`src/rtl/rom_loader_pkg.sv`:
```
// Shared types and constants for the ROM-loader byte-stream initiator.
// Latency: n/a (declarations only).
// Backpressure: n/a (declarations only).
package rom_loader_pkg;

  typedef enum logic [2:0] {
    ST_IDLE  = 3'd0,
    ST_HDR   = 3'd1,
    ST_DATA  = 3'd2,
    ST_WRITE = 3'd3,
    ST_DONE  = 3'd4
  } state_t;

  localparam int HDR_BYTES  = 3;
  localparam int WORD_BYTES = 4;

  // Top nibble the memory block decodes as pak RAM for rpg accesses.
  localparam logic [3:0] PAK_BASE = 4'h8;

endpackage

```
`src/rtl/rom_loader_byte_packer.sv`:
```
// Little-endian byte assembler: collects last_idx+1 bytes into a 32-bit word.
// Latency: word_ready/word_dat are combinational on the accepting cycle (include current byte).
// Backpressure: none of its own; the caller gates byte_vld with its handshake.
module rom_loader_byte_packer (
  input  logic        clk,
  input  logic        rst_n,
  input  logic        clear,
  input  logic        byte_vld,
  input  logic [7:0]  byte_dat,
  input  logic [1:0]  last_idx,
  output logic [31:0] word_dat,
  output logic        word_ready
);

  logic [1:0]  cnt_q;
  logic [31:0] word_q;

  // Present the word including the byte being accepted, so the caller can act on the same edge.
  always_comb begin
    word_dat   = word_q;
    word_ready = 1'b0;
    if (byte_vld) begin
      word_dat[8*cnt_q +: 8] = byte_dat;
      word_ready             = (cnt_q == last_idx);
    end
  end

  // Byte lane counter and assembly register; wraps to lane 0 after the last byte.
  always_ff @(posedge clk or negedge rst_n) begin
    if (!rst_n) begin
      cnt_q  <= 2'd0;
      word_q <= 32'd0;
    end else if (clear) begin
      cnt_q  <= 2'd0;
      word_q <= 32'd0;
    end else if (byte_vld) begin
      word_q <= word_dat;
      cnt_q  <= word_ready ? 2'd0 : cnt_q + 2'd1;
    end
  end

endmodule

```
`src/rtl/rom_loader.sv`:
```
// Loads a length-prefixed little-endian byte stream into pak RAM through the rpg write port.
// Latency: 4th byte of a word accepted at edge t -> rpg_write high during cycle t+1.
// Backpressure: in_ready is low outside HDR/DATA (including every WRITE cycle); source holds the byte.
module rom_loader
  import rom_loader_pkg::*;
#(
  parameter int          ADDR_W    = 23,
  parameter int unsigned MAX_WORDS = 8388608
) (
  input  logic              clk,
  input  logic              rst_n,
  input  logic              start,
  input  logic              abort,
  input  logic              in_valid,
  input  logic [7:0]        in_data,
  output logic              in_ready,
  output logic              rpg,
  output logic [ADDR_W-1:0] rpg_addr,
  output logic [31:0]       rpg_data,
  output logic              rpg_write,
  output logic              busy,
  output logic              done,
  output logic              err,
  output logic [31:0]       checksum
);

  state_t              state_q, state_d;
  logic                pk_clear;
  logic [1:0]          pk_last;
  logic                pk_vld;
  logic [31:0]         pk_word;
  logic                pk_ready;
  logic [23:0]         n_q;
  logic [23:0]         n_hdr;
  logic                hdr_bad;
  logic                is_last;
  logic [ADDR_W-1:0]   idx_q;
  logic [ADDR_W-1:0]   rpg_addr_q;
  logic [31:0]         rpg_data_q;
  logic [31:0]         checksum_q;
  logic                err_q;

  assign pk_vld  = in_valid && in_ready;
  assign n_hdr   = pk_word[23:0];
  assign hdr_bad = 32'(n_hdr) > MAX_WORDS;
  assign is_last = (24'(idx_q) == (n_q - 24'd1));

  rom_loader_byte_packer u_packer (
    .clk        (clk),
    .rst_n      (rst_n),
    .clear      (pk_clear),
    .byte_vld   (pk_vld),
    .byte_dat   (in_data),
    .last_idx   (pk_last),
    .word_dat   (pk_word),
    .word_ready (pk_ready)
  );

  // Next-state selection; abort out of any active state overrides everything else.
  always_comb begin
    state_d  = state_q;
    pk_clear = 1'b0;
    pk_last  = 2'(WORD_BYTES - 1);
    case (state_q)
      ST_IDLE: begin
        if (start) begin
          state_d  = ST_HDR;
          pk_clear = 1'b1;
        end
      end
      ST_HDR: begin
        pk_last = 2'(HDR_BYTES - 1);
        if (pk_ready) begin
          if (n_hdr == 24'd0) state_d = ST_DONE;
          else if (hdr_bad)   state_d = ST_IDLE;
          else                state_d = ST_DATA;
        end
      end
      ST_DATA: begin
        if (pk_ready) state_d = ST_WRITE;
      end
      ST_WRITE: begin
        state_d = is_last ? ST_DONE : ST_DATA;
      end
      ST_DONE: begin
        state_d = ST_IDLE;
      end
      default: begin
        state_d = ST_IDLE;
      end
    endcase
    if (abort && (state_q != ST_IDLE)) begin
      state_d  = ST_IDLE;
      pk_clear = 1'b1;
    end
  end

  // State register.
  always_ff @(posedge clk or negedge rst_n) begin
    if (!rst_n) state_q <= ST_IDLE;
    else        state_q <= state_d;
  end

  // Datapath: header capture, word/address staging for the write cycle, checksum and error flag.
  always_ff @(posedge clk or negedge rst_n) begin
    if (!rst_n) begin
      n_q        <= 24'd0;
      idx_q      <= '0;
      rpg_addr_q <= '0;
      rpg_data_q <= 32'd0;
      checksum_q <= 32'd0;
      err_q      <= 1'b0;
    end else begin
      if ((state_q == ST_IDLE) && start) begin
        checksum_q <= 32'd0;
        err_q      <= 1'b0;
      end
      if ((state_q == ST_HDR) && pk_ready && !abort) begin
        n_q   <= n_hdr;
        idx_q <= '0;
        if (n_hdr != 24'd0 && hdr_bad) err_q <= 1'b1;
      end
      if ((state_q == ST_DATA) && pk_ready && !abort) begin
        rpg_data_q <= pk_word;
        rpg_addr_q <= idx_q;
      end
      // The strobe is already on the port this cycle, so the word counts as written.
      if (state_q == ST_WRITE) begin
        checksum_q <= checksum_q + rpg_data_q;
        idx_q      <= idx_q + 1'b1;
      end
    end
  end

  assign in_ready  = (state_q == ST_HDR) || (state_q == ST_DATA);
  assign rpg       = (state_q != ST_IDLE);
  assign busy      = (state_q != ST_IDLE);
  assign rpg_write = (state_q == ST_WRITE);
  assign done      = (state_q == ST_DONE);
  assign rpg_addr  = rpg_addr_q;
  assign rpg_data  = rpg_data_q;
  assign checksum  = checksum_q;
  assign err       = err_q;

endmodule
```
`config.mk`:
```
export PLATFORM = sky130hd
export DESIGN_NAME = rom_loader
export DESIGN_NICKNAME = d
export VERILOG_FILES = /design/src/rtl/rom_loader_pkg.sv /design/src/rtl/rom_loader_byte_packer.sv /design/src/rtl/rom_loader.sv
export SDC_FILE = /design/constraint.sdc
export NUM_CORES = 1
export LEC_CHECK = 0
export CORE_AREA = 2 2 118 142
export CTS_CLUSTER_SIZE = 16
export DETAILED_ROUTE_END_ITERATION = 7
export DIE_AREA = 0 0 120 144
export HOLD_SLACK_MARGIN = 0.1
export PLACE_DENSITY = 0.95
export SLEW_MARGIN = 40
export SYNTH_ARGS = -nofsm -noshare
export SYNTH_HDL_FRONTEND = slang
export SYNTH_HIERARCHICAL = 1
export SYNTH_SLANG_ARGS = --single-unit
```
`constraint.sdc`:
```
create_clock -name clk -period 9.4 [get_ports clk]
set_clock_uncertainty 0.05 [all_clocks]
set_input_delay 1.88 -clock clk [delete_from_list [all_inputs] [get_ports clk]]
set_output_delay 1.88 -clock clk [all_outputs]
set_load 0.005 [all_outputs]
```
==> Word-level counts from Yosys, hierarchy flattened <==
Index checks and enable logic that the tools add are counted.
{ "op_classes": {"n_addsub": 5, "n_lt_le_gt_ge": 1, "n_eq_ne": 9, "shifts": 2, "n_mux": 27, "reduce_logical": 18} }
{ "op_table": {"columns": ["operator", "count"], "rows": [
  ["$mux 32", 5],
  ["$mux 23", 2],
  ["$neg 5->34", 1],
  ["$shift 8x34->32 const A", 1],
  ["$shiftx 8x34->32", 1],
  ["$add 32x32->32", 1],
  ["$bwmux 32", 1],
  ["$eq 23x24->1", 1],
  ["$gt 24x24->1 const B", 1],
  ["$logic_not 24->1", 1],
  ["$reduce_bool 24->1", 1],
  ["$sub 24x1->24 const B", 1],
  ["$add 23x1->23 const B", 1],
  ["$mux 3", 6],
  ["$pmux 3 s4", 1],
  ["$ne 3x3->1 const B", 3],
  ["$logic_and 1x1->1", 8],
  ["$mux 1", 8],
  ["$mux 2", 4],
  ["$eq 3x2->1 const B", 2],
  ["$reduce_bool 2->1", 3],
  ["$eq 3x1->1 const B", 1],
  ["$eq 3x3->1 const B", 1],
  ["$logic_not 3->1", 1],
  ["6 further kinds", 6]
]} }
{ "word_totals": {"register_bits": 172, "inputBits": 13, "out_inout_bits": 93, "wordCells": 71} }

==> Longest topological paths before layout <==
Gate-level depths: netlist of run 1.
{ "depth": {"depth_word": 10, "mapped_depth": 15, "ltp_nobuf": 12} }

==> Cells and area by module <==
The synthesis of run 1 kept the hierarchy.
{ "by_module_without_submodules": {"columns": ["mod", "instances", "cells_each", "area_per_inst_um2", "seq_area_each_um2"], "rows": [
  ["rom_loader", 1, 813, 7865.0, 3453.3],
  ["rom_loader_byte_packer", 1, 172, 1813.0, 850.8]
]} }

==> Least setup slack after synthesis of run 1 <==
Ideal clock, no wire load.
{ "synth_path": {"path_kind": "input -> register", "start": "input in_valid", "end": "register rpg_addr_q[0], in the netlist rpg_addr[0]", "setup_time_ns": 0.125, "arrival_time_ns": 4.058, "required_time_ns": 9.225, "path_slack_ns": 5.167, "stages": 8, "path_buffers": 2, "path_cell_list": "and2_1 -> buf_4 -> inv_1 -> nor3_1 -> nand4_1 -> nor2_1 -> clkbuf_1 -> mux2_2"} }
{ "synth_via": {"elab_chain_cells": 4} }
{ "synth_rtl": {"columns": ["item", "line", "text"], "rows": [
  ["start: declaration", "rom_loader.sv:14", "input logic in_valid,"],
  ["$logic_and 1x1->1", "rom_loader.sv:43", "assign pk_vld = in_valid && in_ready;"],
  ["$mux 1", "rom_loader_byte_packer.sv:22", "if (byte_vld) begin"],
  ["net pk_ready", "rom_loader.sv:32", "logic pk_ready;"],
  ["$logic_and 1x1->1 (2 in series)", "rom_loader.sv:123", "if ((state_q == ST_DATA) && pk_ready && !abort) begin"],
  ["end signal: assignment", "rom_loader.sv:125", "rpg_addr_q <= idx_q;"],
  ["end: declaration", "rom_loader.sv:38", "logic [ADDR_W-1:0] rpg_addr_q;"]
]} }
The timed path passes the listed nets, and every way through them passes these cells.
A chain may end at the register's enable or synchronous reset.

==> Worst setup path in the final report of run 1 <==
{ "layout_path": {"start": "input in_valid", "end": "register state_q[1]"} }
{ "layout_via": {"elab_chain_cells": 8, "word_cells_on_any_way": 13, "cone_classes": "order compare: 1; eq/ne: 2; mux: 7; reduce/logical: 3"} }
{ "layout_rtl": {"columns": ["item", "line", "text"], "rows": [
  ["$logic_and 1x1->1 (*)", "rom_loader.sv:43", null],
  ["net pk_vld", "rom_loader.sv:30", "logic pk_vld;"],
  ["$mux 32 (*)", "rom_loader_byte_packer.sv:22", null],
  ["net pk_word[16]", "rom_loader.sv:31", "logic [31:0] pk_word;"],
  ["$gt 24x24->1", "rom_loader.sv:45", "assign hdr_bad = 32'(n_hdr) > MAX_WORDS;"],
  ["$mux 2", "rom_loader.sv:75", "else if (hdr_bad) state_d = ST_IDLE;"],
  ["$mux 3 (*)", "rom_loader.sv:74", "if (n_hdr == 24'd0) state_d = ST_DONE;"],
  ["$mux 3 (*)", "rom_loader.sv:73", "if (pk_ready) begin"],
  ["$pmux 3 s4 (*)", "rom_loader.sv:64", "case (state_q)"],
  ["$mux 3 (*)", "rom_loader.sv:92", "if (abort && (state_q != ST_IDLE)) begin"],
  ["end signal: assignment", "rom_loader.sv:101", "else state_q <= state_d;"],
  ["end: declaration", "rom_loader.sv:27", "state_t state_q, state_d;"]
]} }
The timed path passes the listed nets; every way through them passes the cells marked *. The select of a mux whose other input is x is not followed.

==> impl_results.md, run 1 <==
* Via count at between 8,000 and 9,000
* Run status: finished, final reports clean
* Antenna viol nets, final at 0
* Layout Nets at 1,136
* Final setup viols at 0
* Routed wl met3 at about 2200 um
* Hold WS at around 0.46 ns
* Highest-count cells in the layout ignoring fill and taps: dfrtp_1, nand2_1, clkdlybuf4s50_1, o21ai_0, mux2_2
* CP max stage cell: and2_1
* GRT Util Overall at approximately 32%
* Die ar. at 0.0173 mm^2
* Flop2flop setup slack at around 5.7 ns
* Startpoint Class: input pin
* Postcts setup bufs at 0
* Fillers at 1,062
* Crit-path cells: clkdlybuf4s50_1, and2_1, nand2_1, a32oi_1, inv_1, nor4_1, and4_1, nand3_1, xnor2_1, or3_1, a21oi_1
* Sequential area share after synthesis at 44.5%
* Worst setup path startpoint: in_valid
* Final min period at 4.72 ns
* Slew Limit Fails at 0
* Initial core utilization at about three fifths
* Worst Setup End Kind: flip-flop
* Switch Pwr at 0.918 mW
* Netlist cell types at 69
* Max cap viols at 0
* Synthesized instance count at ~990
* Worst hold path startpoint: rpg_addr[14]
* Comb pwr share at 32.1%
* Worst-case reg-to-reg path depth at 12
* Hold Fails Final Rpt at 0
* Uppermost layer routed: met4
* Synth Flop Type: dfrtp_1
* Kind of critical path: input pin to flip-flop
* Setup TNS at 0 ns
* Dpl ws at 4.33 ns
* F_max at 212 MHz
* Worst slew pin tran at approximately 0.80 ns
* Hold path cells at 1
* Switching Fraction at roughly 36%
* Area Overhead vs Synth at 19.5%
* Remaining DRCs at 0
* Met2 wire len at 13,100 um
* Slowest stage delay, CP at 0.48 ns
* Largest net degree at the start of global routing at 106
* RSZ-0062 raised after global routing: no
* Post-CTS Hold Buffers at 0
* Critical Path RT at 9.71 ns
* Endpoint of the worst hold path: rpg_addr[14]
* Resized Gates After CTS at 0
* Overflow after GRT at 0
* Clock Tree Root: clkbuf_16
* Post-DR vias/cell at 6.60
* Worst hold path class: flip-flop to flip-flop
* Clock share of power at 28.9%
* Sequential Power Share at roughly two fifths
* CTS Buffer Depth at 2
* Max VDD drop at 0.000171 V
* CP delay by family, top: simple AND/OR/NAND/NOR gates
* Flops & latches, synth at 172
* Sink Count at 172
* Post-Syn Area at 0.00968 mm^2
* Drt pass-1 iters at 6
* Yosys warns at 6
* Row cnt at 51
* Vert. Die Dim at 144 um
* Reg-to-reg endpoint: state_q[1]
* Num CTS Buffers at 17
* Buf/Inv on CP at 2
* Antenna cell count at 0
* Initial drt markers at 929
* Clk_lat worst skew at between 0.4 and 0.5 ns
* Commonest non-fill, non-tap cell in the layout: dfrtp_1
* Clock slew at reported path FFs at 0.06 ns
* Share of cells above drive strength 1 at 10.3%
* Core area at 0.0160 mm^2
* CP Data Arrival Time at 5.03 ns
* First-pass GRT wire length at ~43,000 um
* Ys async rst share at 100%
* Die span in x at ~120 um
* Leak at roughly 5.5 nW
* Drt total wl at 27,100 um
* Max_slew headroom at 46.4%
* P_int at roughly 1.6 mW
* Post-route clock period utilization at 50.2%
* R2r startpoint: state_q[1]
* Number of synthesized flops with an enable pin at 0
* Crit Path Max Fanout at 18
* Met1 wire length at 9910 um
* Number of global-route vias before repair at 8,552
* Pwr Density at 218 mW/mm^2
* Drt wl/cell at 20.7 um
* I/O Buffers at approximately 110
* Worst setup margin at 4.68 ns
* H-tree Lvls at 4
* Routability Congestion at 0.976
* Mapped Avg Cell Area at 9.83 um^2
* CTS tree: yes
* Antenna violations before repair at 0
* IO Count at 106
* Detailed Place HPWL at 17,900 um
## worst register-to-register path: stages (launching register included)
cell and delay [ns]:
dfrtp_1 0.51, xnor2_1 0.19, nor2_1 0.12, and2_1 0.51
nand2_1 0.34, a32oi_1 0.31, inv_1 0.10, nor4_1 0.38
and4_1 0.25, nand3_1 0.20, xnor2_1 0.19, or3_1 0.30
a21oi_1 0.14
## power groups by stage
stage / sequential, mW / combinational (mW) / clock [mW]
floorplan: 0.942 / 0.561 / 0
global placement: 0.981 / 0.740 / 0
detailed placement: 0.989 / 0.768 / 0
CTS: 0.979 / 0.794 / 0.733
global route: 0.998 / 0.875 / 0.765
finish: 0.983 / 0.811 / 0.730
## routing by layer
layer / vias up / GRT usage [%]
li1: 3760 / -
met1: 4167 / 37.5
met2: 549 / 52.6
met3: 157 / 6.51
met4: 0 / 23.2
met5: - / 0
## per-stage QoR
stage / cell area (um^2) / util (%) / total power, mW / cells
6_report: 11600 / 72.2 / 2.52 / 1309
5_1_grt: 11600 / 72.2 / 2.64 / 1309
4_1_cts: 11500 / 72.0 / 2.51 / 1308
3_5_place_dp: 10900 / 68.2 / 1.76 / 1276
3_3_place_gp: 10900 / 68.2 / 1.72 / 1276
2_1_floorplan: 9690 / - / 1.50 / 987
## cells in the mapped netlist, types with 13 or more instances
master,count,share of area (%)
and3_1,15,0.97
nor3_1,19,0.98
mux2i_1,13,1.3
xnor2_1,35,3.2
o21ai_0,58,3.0
a21oi_1,43,2.2
and2_1,15,0.97
mux2_2,56,6.5
nor2_1,48,1.9
nand2_1,140,5.4
xor2_1,25,2.3
ha_1,38,4.9
a21o_1,14,1.1
a22o_1,29,2.6
a32oi_1,16,1.4
nand3_1,20,1.0
clkbuf_1,28,1.1
inv_1,38,1.5
dfrtp_1,172,44
## area by class of cell
cell class,instances,area (um^2),area share (%)
multi-input cells,740,5090,44.0
flip-flops and latches,172,4300,37.2
repair buffers,115,1150,9.99
clock buffers,20,447,3.86
well taps,212,265,2.29
clock inverters,12,163,1.41
inverters,38,143,1.23
## logic make-up after synthesis
family	synth area share, %
XOR/XNOR	5.43
AO/OA/AOI/OAI	15.8
buffers and inverters	3.24
adder cells (fa/ha/maj)	5.12
multiplexers	7.86
flip-flops	44.5
other	0.0387
AND/OR/NAND/NOR	18.1
## sequential cells by signal (all words and copies together), names as in the netlist
signal           count
checksum            32
rpg_data            32
u_packer/word_q     32
n_q                 24
idx_q               23
rpg_addr            23
state_q              3
u_packer/cnt_q       2
err                  1
## worst max path at each step
stage                               to  cells past startpoint  slack (ns)
final                       state_q[1]                     11        4.68
after global routing      rpg_data[21]                      8        4.48
after CTS                 rpg_data[21]                      8        4.76
after global placement      state_q[1]                     11        4.48
after floorplan            rpg_addr[0]                      8        5.17
after detailed placement  rpg_data[18]                      8        4.33
Power figures use the tool's default switching activity.
==> run 2: changes to the inputs <==
CORE_AREA = 2 2 128 155   (was 2 2 118 142)
DIE_AREA = 0 0 130 157   (was 0 0 120 144)
PLACE_DENSITY = 0.87   (was 0.95)
clock period = 4.31 ns   (was 9.4 ns; I/O delays follow)
==> run 2 against run 1 <==
Against the previous run:
- sequential power up 120%
- flip-flop and latch count unchanged
- final cell count up 3.5%
- clock-buffer cell count down 1
- clock power up 100%
- highest routed layer unchanged
- largest cell class unchanged
- design area up 0.27%
- via count down 5.1%
- routed wire length down 5.8%
==> impl_results.md, run 2 (synthesis results as in run 1) <==
* Remaining DRCs at 0
* First-pass GRT wire length at between 40,000 and 50,000 um
* Slowest stage delay, CP at 0.53 ns
* Pwr Density at 459 mW/mm^2
* Area Overhead vs Synth at 19.8%
* Antenna viol nets, final at 0
* Die span in x at 130 um
* Vert. Die Dim at 157 um
* Core Util, Final at 61.7%
* Resized Gates After CTS at 0
* Row cnt at 55
* Clk_lat worst skew at between 0.4 and 0.5 ns
* H-tree Lvls at 4
* Leak at about 5.5 nW
* Drt wl/cell at 18.9 um
* Sequential Power Share at 40.2%
* Comb pwr share at 31.9%
* Antenna cell count at 0
* Layout Nets at 1,138
* Crit Path Max Fanout at 18
* Dpl ws at approximately 0.28 ns
* Critical Path RT at 4.63 ns
* I/O Buffers at 105
* Max VDD drop at 0.000376 V
* CTS Buffer Depth at 2
* Num CTS Buffers at 17
* Buf/Inv on CP at 2
* Clock share of power at approximately 28%
* Switch Pwr at 1.98 mW
* Worst hold path class: input pin to asynchronous set/reset pin
* Clock Tree Root: clkbuf_16
* Clock slew at reported path FFs at 0.07 ns
* Kind of critical path: input pin to flip-flop
* CTS tree: yes
* GRT Util Overall at between 20 and 30%
* Largest net degree at the start of global routing at 100
* Share of cells above drive strength 1 at 10.6%
* Die ar. at 0.0204 mm^2
* CP Data Arrival Time at 3.94 ns
* Final instance area at 0.0116 mm^2
* Max cap viols at 0
* Initial drt markers at 611
* IO Count at 106
* Hold Fails Final Rpt at 0
* Worst setup margin at 0.683 ns
* CP max stage cell: and2_1
* Postcts setup bufs at 0
* Number of global-route vias before repair at slightly below 8,000
* Area post-placement at 0.0110 mm^2
* CP delay by family, top: simple AND/OR/NAND/NOR gates
* Commonest non-fill, non-tap cell in the layout: dfrtp_1
* Initial core utilization at around half
* P_int at around 3.3 mW
* Highest-count cells in the layout ignoring fill and taps: dfrtp_1, nand2_1, clkdlybuf4s50_1, o21ai_0, mux2_2
* Switching Fraction at between 30% and 40%
* Final setup viols at 0
* Post-route clock period utilization at 84.2%
* Final min period at 3.63 ns
* Via count at 8,190
* Detailed Place HPWL at 18,000 um
* F_max at 276 MHz
* Post-CTS Hold Buffers at 0
* Overflow after GRT at 0
* RSZ-0062 raised after global routing: no
* Startpoint Class: input pin
* Max_slew headroom at 46.7%
* Post-DR vias/cell at 6.04
* Core area at 0.0188 mm^2
* Worst slew pin tran at 0.794 ns
* Crit-path cells: clkdlybuf4s50_1, and2_1, nand2_1, a32oi_1, inv_1, nor4_1, and4_1, nand3_1, xnor2_1, or3_1, a21oi_1
* Routability Congestion at ~0.96
* Fillers at 1,505
* Drt total wl at 25,600 um
* Sink Count at 172
* Worst Setup End Kind: flip-flop
* Setup TNS at 0 ns
* Slew Limit Fails at 0
* Tot Pwr at 5.32 mW
* Run status: finished, final reports clean
* Antenna violations before repair at 0
* Drt pass-1 iters at 5
-- run 2: final timing paths --
path / from / endpoint / slack (ns) / cells past startpoint
setup / recovery: in_valid / state_q[1] / 0.68 / 11
hold / removal: rst_n / checksum[19] / 0.26 / 1
setup reg to reg: state_q[1] / state_q[1] / 0.71 / 12
hold reg to reg: rpg_addr[4] / rpg_addr[4] / 0.45 / 1
max in group asynchronous: rst_n / rpg_data[3] / 3.23 / 2
min in group clk: rpg_addr[4] / rpg_addr[4] / 0.45 / 1
-- run 2: area by class of cell --
cell class              count  area (um^2)  share of cell area (%)
multi-input cells         740         5090                    43.9
inverters                  38          143                    1.23
flip-flops and latches    172         4300                    37.1
clock inverters            13          119                    1.03
repair buffers            117         1180                    10.2
well taps                 256          320                    2.76
clock buffers              19          443                    3.82
-- run 2: power by group through the flow --
stage / clock (mW) / combinational [mW] / sequential [mW]
detailed placement: 0 / 1.67 / 2.16
global placement: 0 / 1.61 / 2.14
CTS: 1.50 / 1.69 / 2.13
finish: 1.48 / 1.70 / 2.14
global route: 1.57 / 1.87 / 2.18
floorplan: 0 / 1.22 / 2.05
-- run 2: per-stage QoR --
stage / hold WS [ns] / cells
after floorplan: 0.419 / 987
after detailed placement: 0.443 / 1322
after global placement: 0.437 / 1322
after global routing: 0.283 / 1355
after CTS: 0.454 / 1354
final: 0.262 / 1355
-- run 2: per-layer routing --
metal | vias to the layer above | part of all wire (%) | GRT usage (%)
met4 | 0 | 5.1 | 13.6
met5 | - | 0 | 0
li1 | 3787 | - | -
met2 | 342 | 49 | 42.0
met1 | 3976 | 41 | 32.6
met3 | 85 | 5.4 | 4.01
==> run 3: changes to the inputs <==
CORE_AREA = 2 2 122 148   (was 2 2 128 155)
DIE_AREA = 0 0 124 150   (was 0 0 130 157)
PLACE_DENSITY = 0.91   (was 0.87)
clock period = 3.35 ns   (was 4.31 ns; I/O delays follow)
==> run 3 against run 2 <==
Against the previous run:
- core utilization increased by 7.5 points
- critical path type is now flip-flop to flip-flop
- design area increased by 2.9%
- clock power increased by 36%
- routed wire length increased by 5.1%
- register-to-register slack got worse by 0.55 ns
==> impl_results.md, run 3 (synthesis results as in run 1) <==
* Run status: finished, final reports clean
* Final min period at 3.19 ns
* Clock slew at reported path FFs at 0.07 ns
* I/O Buffers at 105
* CP max stage cell: or4_1
* CP delay by family, top: simple AND/OR/NAND/NOR gates
* CP Data Arrival Time at 3.51 ns
* Via count at ~8,500
* Worst hold path class: input pin to asynchronous set/reset pin
* Detailed Place HPWL at 19,000 um
* Buf/Inv on CP at 0
* IO Count at 106
* Die span in x at 124 um
* Post-route clock period utilization at 95.1%
* Sink Count at 172
* Largest net degree at the start of global routing at 86
* Num CTS Buffers at 17
* Clk_lat worst skew at 0.44 ns
* Layout Nets at approximately 1,200
* Dpl ws at -0.0290 ns
* Drt pass-1 iters at 5
* CTS tree: yes
* Slowest stage delay, CP at 0.62 ns
* Max VDD drop at 0.000386 V
* First-pass GRT wire length at 42,400 um
* Startpoint Class: flip-flop
* Highest-count cells in the layout ignoring fill and taps: dfrtp_1, nand2_1, clkdlybuf4s50_1, buf_4
* Remaining DRCs at 0
* RSZ-0062 raised after global routing: no
* Post-CTS Hold Buffers at 0
* Hold Fails Final Rpt at 0
* Antenna cell count at 0
* Max cap viols at 0
* Post-DR vias/cell at approximately 6.3
* FF+latch area at 0.00430 mm^2
* Worst slew pin tran at about 0.83 ns
* Row cnt at 53
* Overflow after GRT at 0
* Area occupied by multi-input gates at 0.00509 mm^2
* Final setup viols at 0
* Fillers at 1,230
* Initial drt markers at ~800
* Crit Path Max Fanout at 6
* Worst Setup End Kind: flip-flop
* Most used cell, CP: nor4_2
* Crit-path cells: or4_1, nor4_2, and3_1, o21ai_1, a2111oi_0, nand4_1, nor4_2, o221a_1
* Initial core utilization at 56.1%
* Number of global-route vias before repair at roughly 8,200
* Max_slew headroom at 44.0%
* Postcts setup bufs at 0
* CTS Buffer Depth at 2
* Clock Tree Root: clkbuf_16
* Slew Limit Fails at 0
* GRT Util Overall at 29.4%
* Antenna violations before repair at 0
* Leak at ~5.7 nW
* Drt total wl at 26,900 um
* Commonest non-fill, non-tap cell in the layout: dfrtp_1
* Share of cells above drive strength 1 at 14.3%
* Area Overhead vs Synth at 23.3%
* Worst setup margin at 0.163 ns
* Antenna viol nets, final at 0
* Routability Congestion at between 0.9 and 1
* Hold WS at 0.202 ns
* Drt wl/cell at 19.7 um
* Kind of critical path: flip-flop to flip-flop
* Vert. Die Dim at around 150 um
* Critical Path RT at between 3 and 4 ns
* Pwr Density at 605 mW/mm^2
* H-tree Lvls at 4
* Die ar. at 0.0186 mm^2
* Core area at 0.0172 mm^2
* F_max at around 310 MHz
-- run 3: cell type report --
cell class | instances | share of cell area [%]
Clock inverter | 14 | 1.30
Inverter | 38 | 1.20
Multi-Input combinational cell | 740 | 42.7
Tap cell | 220 | 2.31
Clock buffer | 18 | 3.68
Sequential cell | 172 | 36.1
Timing Repair Buffer | 164 | 12.8
-- run 3: final timing paths --
kind                             startpoint  slack [ns]           endpoint  depth (start not counted)
worst max register to register      n_q[13]        0.16         state_q[2]                          8
max in group asynchronous             rst_n        2.24  u_packer/cnt_q[0]                          2
worst min-delay path                  rst_n        0.20           idx_q[0]                          1
worst min register to register  rpg_addr[8]        0.45        rpg_addr[8]                          1
min in group clk                rpg_addr[8]        0.45        rpg_addr[8]                          1
worst max-delay path                n_q[13]        0.16         state_q[2]                          8
-- run 3: worst reg2reg max path: stages, from the launching register on --
cell,delay (ns)
dfrtp_1,0.45
or4_1,0.62
nor4_2,0.39
and3_1,0.23
o21ai_1,0.08
a2111oi_0,0.52
nand4_1,0.30
nor4_2,0.26
o221a_1,0.23
-- run 3: through the flow --
| step | TNS [ns] | utilization [%] | area, um^2 | total power, mW | instances |
|---|---|---|---|---|---|
| finish | 0 | 69.2 | 11900 | 7.22 | 1366 |
| floorplan | 0 | - | 9690 | 4.22 | 987 |
| global placement | 0 | 65.7 | 11300 | 5.08 | 1334 |
| CTS | 0 | 69.1 | 11900 | 7.20 | 1366 |
| detailed placement | -0.0290 | 65.7 | 11300 | 5.18 | 1334 |
| global route | 0 | 69.2 | 11900 | 7.58 | 1366 |
-- run 3: what timing repair did --
| action | CTS | global route |
|---|---|---|
| resized for setup | 0 | 2 |
| endpoints found under the hold margin | 0 | 0 |
| endpoints found under the setup margin | 0 | 1 |
-- run 3: report_power, final --
part	switching [mW]	internal [mW]
clock	0.887	1.13
sequential	0.341	2.35
combinational	1.39	1.12
-- run 3: layer usage --
layer	wire length, um	global-route usage [%]
met4	1450	15.6
met2	13300	49.1
met1	10400	36.0
met3	1750	5.34
met5	0	0
